## src/rtl/adc_scan_scheduler_pkg.sv

```systemverilog
// adc_scan_scheduler_pkg
//   Shared definitions for the ADC scan scheduler: FSM state encoding and
//   the requester-index width helper.
package adc_scan_scheduler_pkg;

  typedef enum logic [1:0] {
    ST_IDLE  = 2'd0,
    ST_GRANT = 2'd1,
    ST_WAIT  = 2'd2,
    ST_RESP  = 2'd3
  } state_t;

  // Width of a requester index; never narrower than one bit.
  function automatic int id_width(input int n);
    return (n <= 2) ? 1 : $clog2(n);
  endfunction

endpackage

```

## src/rtl/adc_scan_scheduler_rr_arbiter.sv

```systemverilog
// rr_arbiter
//   Combinational round-robin pick: first set request at or after ptr,
//   wrapping modulo NREQ. The pointer register lives in the parent.
// Ports:
//   req   [NREQ]  request vector
//   ptr   [ID_W]  search start index
//   grant [NREQ]  one-hot winner (all zero if no request)
//   idx   [ID_W]  winner index
//   any           at least one request set
module rr_arbiter #(
  parameter int NREQ = 4,
  parameter int ID_W = 2
) (
  input  logic [NREQ-1:0] req,
  input  logic [ID_W-1:0] ptr,
  output logic [NREQ-1:0] grant,
  output logic [ID_W-1:0] idx,
  output logic            any
);

  logic            found;
  logic [ID_W-1:0] pos;

  always_comb begin
    grant = '0;
    idx   = '0;
    found = 1'b0;
    pos   = '0;
    for (int k = 0; k < NREQ; k++) begin
      pos = ID_W'((int'(ptr) + k) % NREQ);
      if (!found && req[pos]) begin
        grant[pos] = 1'b1;
        idx        = pos;
        found      = 1'b1;
      end
    end
  end

  assign any = |req;

endmodule

```

## src/rtl/adc_scan_scheduler.sv

```systemverilog
// adc_scan_scheduler
//   Shares one SPI ADC engine between NREQ requesters. Round-robin picks a
//   request, pulses spi_start, waits for spi_data_valid (or a timeout) and
//   returns the tagged result as a one-cycle rsp_valid pulse.
// Ports:
//   clk, rst_n                 clock, async active-low reset
//   req_valid/req_chan         per-requester request level and channel
//   req_grant                  one-hot accept pulse
//   spi_start/spi_chan         engine start pulse and held channel
//   spi_data_valid/spi_data    engine result strobe and data
//   rsp_valid/rsp_id/rsp_chan/rsp_data/rsp_timeout  result, held until next
//   busy                       high whenever the FSM is not idle
//
// state  | meaning
// IDLE   | no job; move to GRANT when any request is present
// GRANT  | arbitrate, issue grant + spi_start (or back to IDLE if withdrawn)
// WAIT   | count cycles until data_valid or TIMEOUT
// RESP   | rsp_valid pulse cycle; back to IDLE
module adc_scan_scheduler
  import adc_scan_scheduler_pkg::*;
#(
  parameter  int NREQ    = 4,
  parameter  int CH_W    = 3,
  parameter  int DATA_W  = 12,
  parameter  int TIMEOUT = 1023,
  localparam int ID_W    = id_width(NREQ)
) (
  input  logic                 clk,
  input  logic                 rst_n,
  input  logic [NREQ-1:0]      req_valid,
  input  logic [NREQ*CH_W-1:0] req_chan,
  output logic [NREQ-1:0]      req_grant,
  output logic                 spi_start,
  output logic [CH_W-1:0]      spi_chan,
  input  logic                 spi_data_valid,
  input  logic [DATA_W-1:0]    spi_data,
  output logic                 rsp_valid,
  output logic [ID_W-1:0]      rsp_id,
  output logic [CH_W-1:0]      rsp_chan,
  output logic [DATA_W-1:0]    rsp_data,
  output logic                 rsp_timeout,
  output logic                 busy
);

  localparam int CNT_W = $clog2(TIMEOUT + 1);

  state_t          state;
  logic [ID_W-1:0] ptr;
  logic [ID_W-1:0] cur_id;
  logic [CNT_W-1:0] cnt;

  logic [NREQ-1:0] arb_grant;
  logic [ID_W-1:0] arb_idx;
  logic            arb_any;
  logic [CH_W-1:0] arb_chan;

  rr_arbiter #(.NREQ(NREQ), .ID_W(ID_W)) u_arb (
    .req   (req_valid),
    .ptr   (ptr),
    .grant (arb_grant),
    .idx   (arb_idx),
    .any   (arb_any)
  );

  always_comb begin
    arb_chan = '0;
    for (int i = 0; i < NREQ; i++) begin
      if (arb_idx == ID_W'(i)) arb_chan = req_chan[i*CH_W +: CH_W];
    end
  end

  // rsp_id/rsp_chan are copied from the in-flight job only when the result
  // is issued, so all rsp_* fields stay coherent until the next RESP.
  always_ff @(posedge clk or negedge rst_n) begin
    if (!rst_n) begin
      state       <= ST_IDLE;
      ptr         <= '0;
      cur_id      <= '0;
      cnt         <= '0;
      req_grant   <= '0;
      spi_start   <= 1'b0;
      spi_chan    <= '0;
      rsp_valid   <= 1'b0;
      rsp_id      <= '0;
      rsp_chan    <= '0;
      rsp_data    <= '0;
      rsp_timeout <= 1'b0;
      busy        <= 1'b0;
    end else begin
      req_grant <= '0;
      spi_start <= 1'b0;
      rsp_valid <= 1'b0;
      case (state)
        ST_IDLE: begin
          if (|req_valid) begin
            state <= ST_GRANT;
            busy  <= 1'b1;
          end
        end
        ST_GRANT: begin
          if (arb_any) begin
            req_grant <= arb_grant;
            spi_start <= 1'b1;
            spi_chan  <= arb_chan;
            cur_id    <= arb_idx;
            ptr       <= (arb_idx == ID_W'(NREQ - 1)) ? '0 : arb_idx + ID_W'(1);
            cnt       <= '0;
            state     <= ST_WAIT;
          end else begin
            state <= ST_IDLE;
            busy  <= 1'b0;
          end
        end
        ST_WAIT: begin
          cnt <= cnt + CNT_W'(1);
          // Data has priority over a timeout landing on the same cycle.
          if (spi_data_valid) begin
            rsp_valid   <= 1'b1;
            rsp_id      <= cur_id;
            rsp_chan    <= spi_chan;
            rsp_data    <= spi_data;
            rsp_timeout <= 1'b0;
            state       <= ST_RESP;
          end else if (cnt == CNT_W'(TIMEOUT)) begin
            rsp_valid   <= 1'b1;
            rsp_id      <= cur_id;
            rsp_chan    <= spi_chan;
            rsp_data    <= '0;
            rsp_timeout <= 1'b1;
            state       <= ST_RESP;
          end
        end
        ST_RESP: begin
          state <= ST_IDLE;
          busy  <= 1'b0;
        end
        default: begin
          state <= ST_IDLE;
          busy  <= 1'b0;
        end
      endcase
    end
  end

endmodule

```

## config.mk

```make
export PLATFORM = sky130hd
export DESIGN_NAME = adc_scan_scheduler
export DESIGN_NICKNAME = d
export VERILOG_FILES = /design/src/rtl/adc_scan_scheduler_pkg.sv /design/src/rtl/adc_scan_scheduler_rr_arbiter.sv /design/src/rtl/adc_scan_scheduler.sv
export SDC_FILE = /design/constraint.sdc
export NUM_CORES = 1
export LEC_CHECK = 0
export CAP_MARGIN = 10
export CORE_ASPECT_RATIO = 1.75
export CORE_MARGIN = 3
export CORE_UTILIZATION = 35
export CTS_CLUSTER_SIZE = 16
export DETAILED_ROUTE_END_ITERATION = 10
export PLACE_DENSITY_LB_ADDON = 0.05
export SLEW_MARGIN = 10
export SYNTH_ARGS = -nofsm -noshare
export SYNTH_HDL_FRONTEND = slang
export SYNTH_HIERARCHICAL = 1
export SYNTH_SLANG_ARGS = --single-unit
```

## constraint.sdc

```tcl
create_clock -name clk -period 3.3 [get_ports clk]
set_input_delay 0.33 -clock clk [delete_from_list [all_inputs] [get_ports clk]]
set_output_delay 0.33 -clock clk [all_outputs]
set_load 0.03 [all_outputs]
```

==> impl_results.md <==
* Peak supply drop at 0.478 mV
* Clk root buf: clkbuf_16
* First-pass GRT wire length at 9130 µm
* DR vias/cell at 5.10
* Via count at 1919
* CTS tree: built
* Slew @ Worst Pin at 0.995 ns
* Antenna diodes at 0
* Ys Warns at 6
* # IOs at 59
* Iteration-0 DRC Markers at 84
* Synth-to-Final Area Change at 33.7%
* Placement Cell Area at 3030 µm²
* Clock skew at 0.00272 ns
* Yosys cell types at 40
* RSZ-0062 raised after global routing: false
* Synthesized flop and latch total at 44
* DP HPWL at 4110 µm
* DR DRC count at 0
* DIE AREA at 7830 µm²
* Max-slew violation count at 0
* Clk buf depth at 2
* CP Class: reg2reg
* Post-Route WL at 5550 µm
* Congestion Overflow GR at 0
* Commonest non-fill, non-tap cell in the layout: clkdlybuf4s50_1
* Final setup vio count at 0
* Crit path DAT at 3.09 ns
* Leakage power at 1.41 nW
* Total Routing Usage GR at 0.153
* WL/cell at 14.8 µm
* Slew HR at 0.336
* Die W at 68.2 µm
* Finished Cell Area at 3170 µm²
* Clk sinks at 44
* Final Hold Violating Endpoints at 0
* Max Clk Rate at 0.347 GHz
* Syn Nets at 277
* Hold Buf Count CTS at 0
* Largest net degree at the start of global routing at 45
* Critical path peak fanout at 9
* Total Neg Setup Slack at 0 ns
* Critical path endpoint category: register
* Initial Util at 0.362
* Post-CTS setup buffers at 0
* Mapped Avg Cell Area at 10.0 µm²
* Layout cells sized above 1 at 0.0850
* IO Port Bufs at 58
* Post-route ant nets at 0
* Pre-Repair DR Iteration Count at 4
* Number of buffers created by CTS at 5
* Clock slew at reported path FFs at 0.06 ns
* # H-tree levels at 2
* Cell area after synthesis at 2370 µm²
* Final worst-path cycle share at 0.872
* Commonest cells after routing, fill and taps aside: 57 x clkdlybuf4s50_1, 44 x dfrtp_1, 40 x nand2_1
* Row count at 39
* Cell Pwr Density at 982 nW/µm²
* Vias in the first global route at 1884
* MaxCap Viol Count at 0
* CP startpoint kind: register
* Final min period at 2.88 ns
* Clk_lat worst skew at 0.28 ns
* Die height at 115 µm
* Initial antenna violation count at 0
* Routability cong. at 0.895
* Final nets at 335
* Worst min path class: in2async
* CTS resizes at 0
* Synthesized netlist cell count at 236
* Outcome: finished clean
* Core ar. at 6540 µm²
* Post-synthesis sequential area ratio at 0.465
* Critical Path RT at 3.51 ns
[layout make-up]
type                            count  area (µm²)
Fill cell                         643        3370
Multi-Input combinational cell    168        1170
Sequential cell                    44        1100
Timing Repair Buffer               63         613
Clock buffer                        6         129
Tap cell                           82         103
Inverter                           12        45.0
Clock inverter                      1        5.00
[logic make-up after synthesis]
kind of cell / Yosys count / synth area share
AO/OA/AOI/OAI: 57 / 0.158
AND/OR/NAND/NOR: 83 / 0.183
buffers and inverters: 24 / 0.0407
multiplexers: 18 / 0.100
adder cells (fa/ha/maj): 10 / 0.0528
flip-flops: 44 / 0.465
[through the flow]
step                      total power [mW]  cells  setup WS [ns]   util  hold slack, ns
final                                 3.11    376          0.421  0.485           0.214
after global routing                  3.36    376          0.233  0.485           0.300
after CTS                             3.14    376          0.455  0.485           0.251
after detailed placement              2.66    369          0.211  0.464           0.465
after global placement                2.65    369          0.297  0.464           0.458
after floorplan                       2.07    236          0.322      -          0.0344
[critical path, stage by stage (launching register included)]
cell,delay [ns]
dfrtp_1,0.35
inv_1,0.09
ha_1,0.38
mux4_2,0.44
nand2b_1,0.20
o2111ai_1,0.20
a22o_1,0.21
inv_1,0.09
ha_1,0.25
nand3b_1,0.19
a221o_1,0.29
a21oi_1,0.12
[worst paths after layout]
check | from | to | slack, ns | cells past startpoint
min in group clk | cnt[8]$_DFFE_PN0P_ | cnt[8]$_DFFE_PN0P_ | 0.47 | 1
max in group asynchronous | rst_n | cnt[2]$_DFFE_PN0P_ | 2.47 | 1
setup reg to reg | ptr[1]$_DFFE_PN0P_ | spi_chan[1]$_DFFE_PN0P_ | 0.42 | 11
setup / recovery | ptr[1]$_DFFE_PN0P_ | spi_chan[1]$_DFFE_PN0P_ | 0.42 | 11
hold / removal | rst_n | cnt[8]$_DFFE_PN0P_ | 0.21 | 1
hold reg to reg | cnt[8]$_DFFE_PN0P_ | cnt[8]$_DFFE_PN0P_ | 0.47 | 1
[registers in the layout (all words and copies together) (netlist names), 2 cells and up, named ones only]
signal and cells:
rsp_chan 3, cnt 10, rsp_data 12, rsp_id 2
cur_id 2, req_grant 4, spi_chan 3, ptr 2
[where the power goes]
part | internal [mW] | switching [mW] | leakage (nW)
clock | 0.275 | 0.197 | 0.0667
combinational | 0.775 | 0.994 | 0.783
sequential | 0.739 | 0.130 | 0.562
[routing by layer]
metal,part of all wire,wire (µm),global-route usage,vias to the layer above
li1,-,-,-,951
met1,0.39,2160,0.176,907
met2,0.54,3010,0.267,56
met3,0.052,291,0.0381,5
met4,0.017,95,0.0558,0
met5,0,0,0,-
[Yosys cell counts]
cell type / number / share of area
dfrtp_1: 44 / 0.46
nand2_1: 40 / 0.063
o21ai_0: 22 / 0.046
inv_1: 12 / 0.019
a21oi_1: 10 / 0.021
ha_1: 10 / 0.053
a22oi_1: 8 / 0.025
mux2i_1: 8 / 0.034
nor2_1: 8 / 0.013
clkbuf_1: 7 / 0.011
nand3_1: 7 / 0.015
mux2_2: 6 / 0.029
and2_1: 5 / 0.013
buf_2: 5 / 0.011
nand3b_1: 5 / 0.016
mux4_2: 4 / 0.038
a221o_1: 3 / 0.013
and4_1: 3 / 0.011
nor2b_1: 3 / 0.0079
o31ai_1: 3 / 0.0095
nand2b_1: 2 / 0.0053
nand4_1: 2 / 0.0053
o22ai_1: 2 / 0.0053
a21o_1: 1 / 0.0032
a22o_1: 1 / 0.0037
a2bb2oi_1: 1 / 0.0037
a41oi_4: 1 / 0.012
and2b_1: 1 / 0.0032
and3_1: 1 / 0.0026
and3b_1: 1 / 0.0037
and3b_2: 1 / 0.0042
and4b_1: 1 / 0.0042
nor4_1: 1 / 0.0026
nor4b_4: 1 / 0.010
o2111ai_1: 1 / 0.0037
o211ai_1: 1 / 0.0032
o21a_1: 1 / 0.0032
o21ai_1: 1 / 0.0021
o22a_1: 1 / 0.0037
or4_1: 1 / 0.0032
Power figures use the tool's default switching activity.
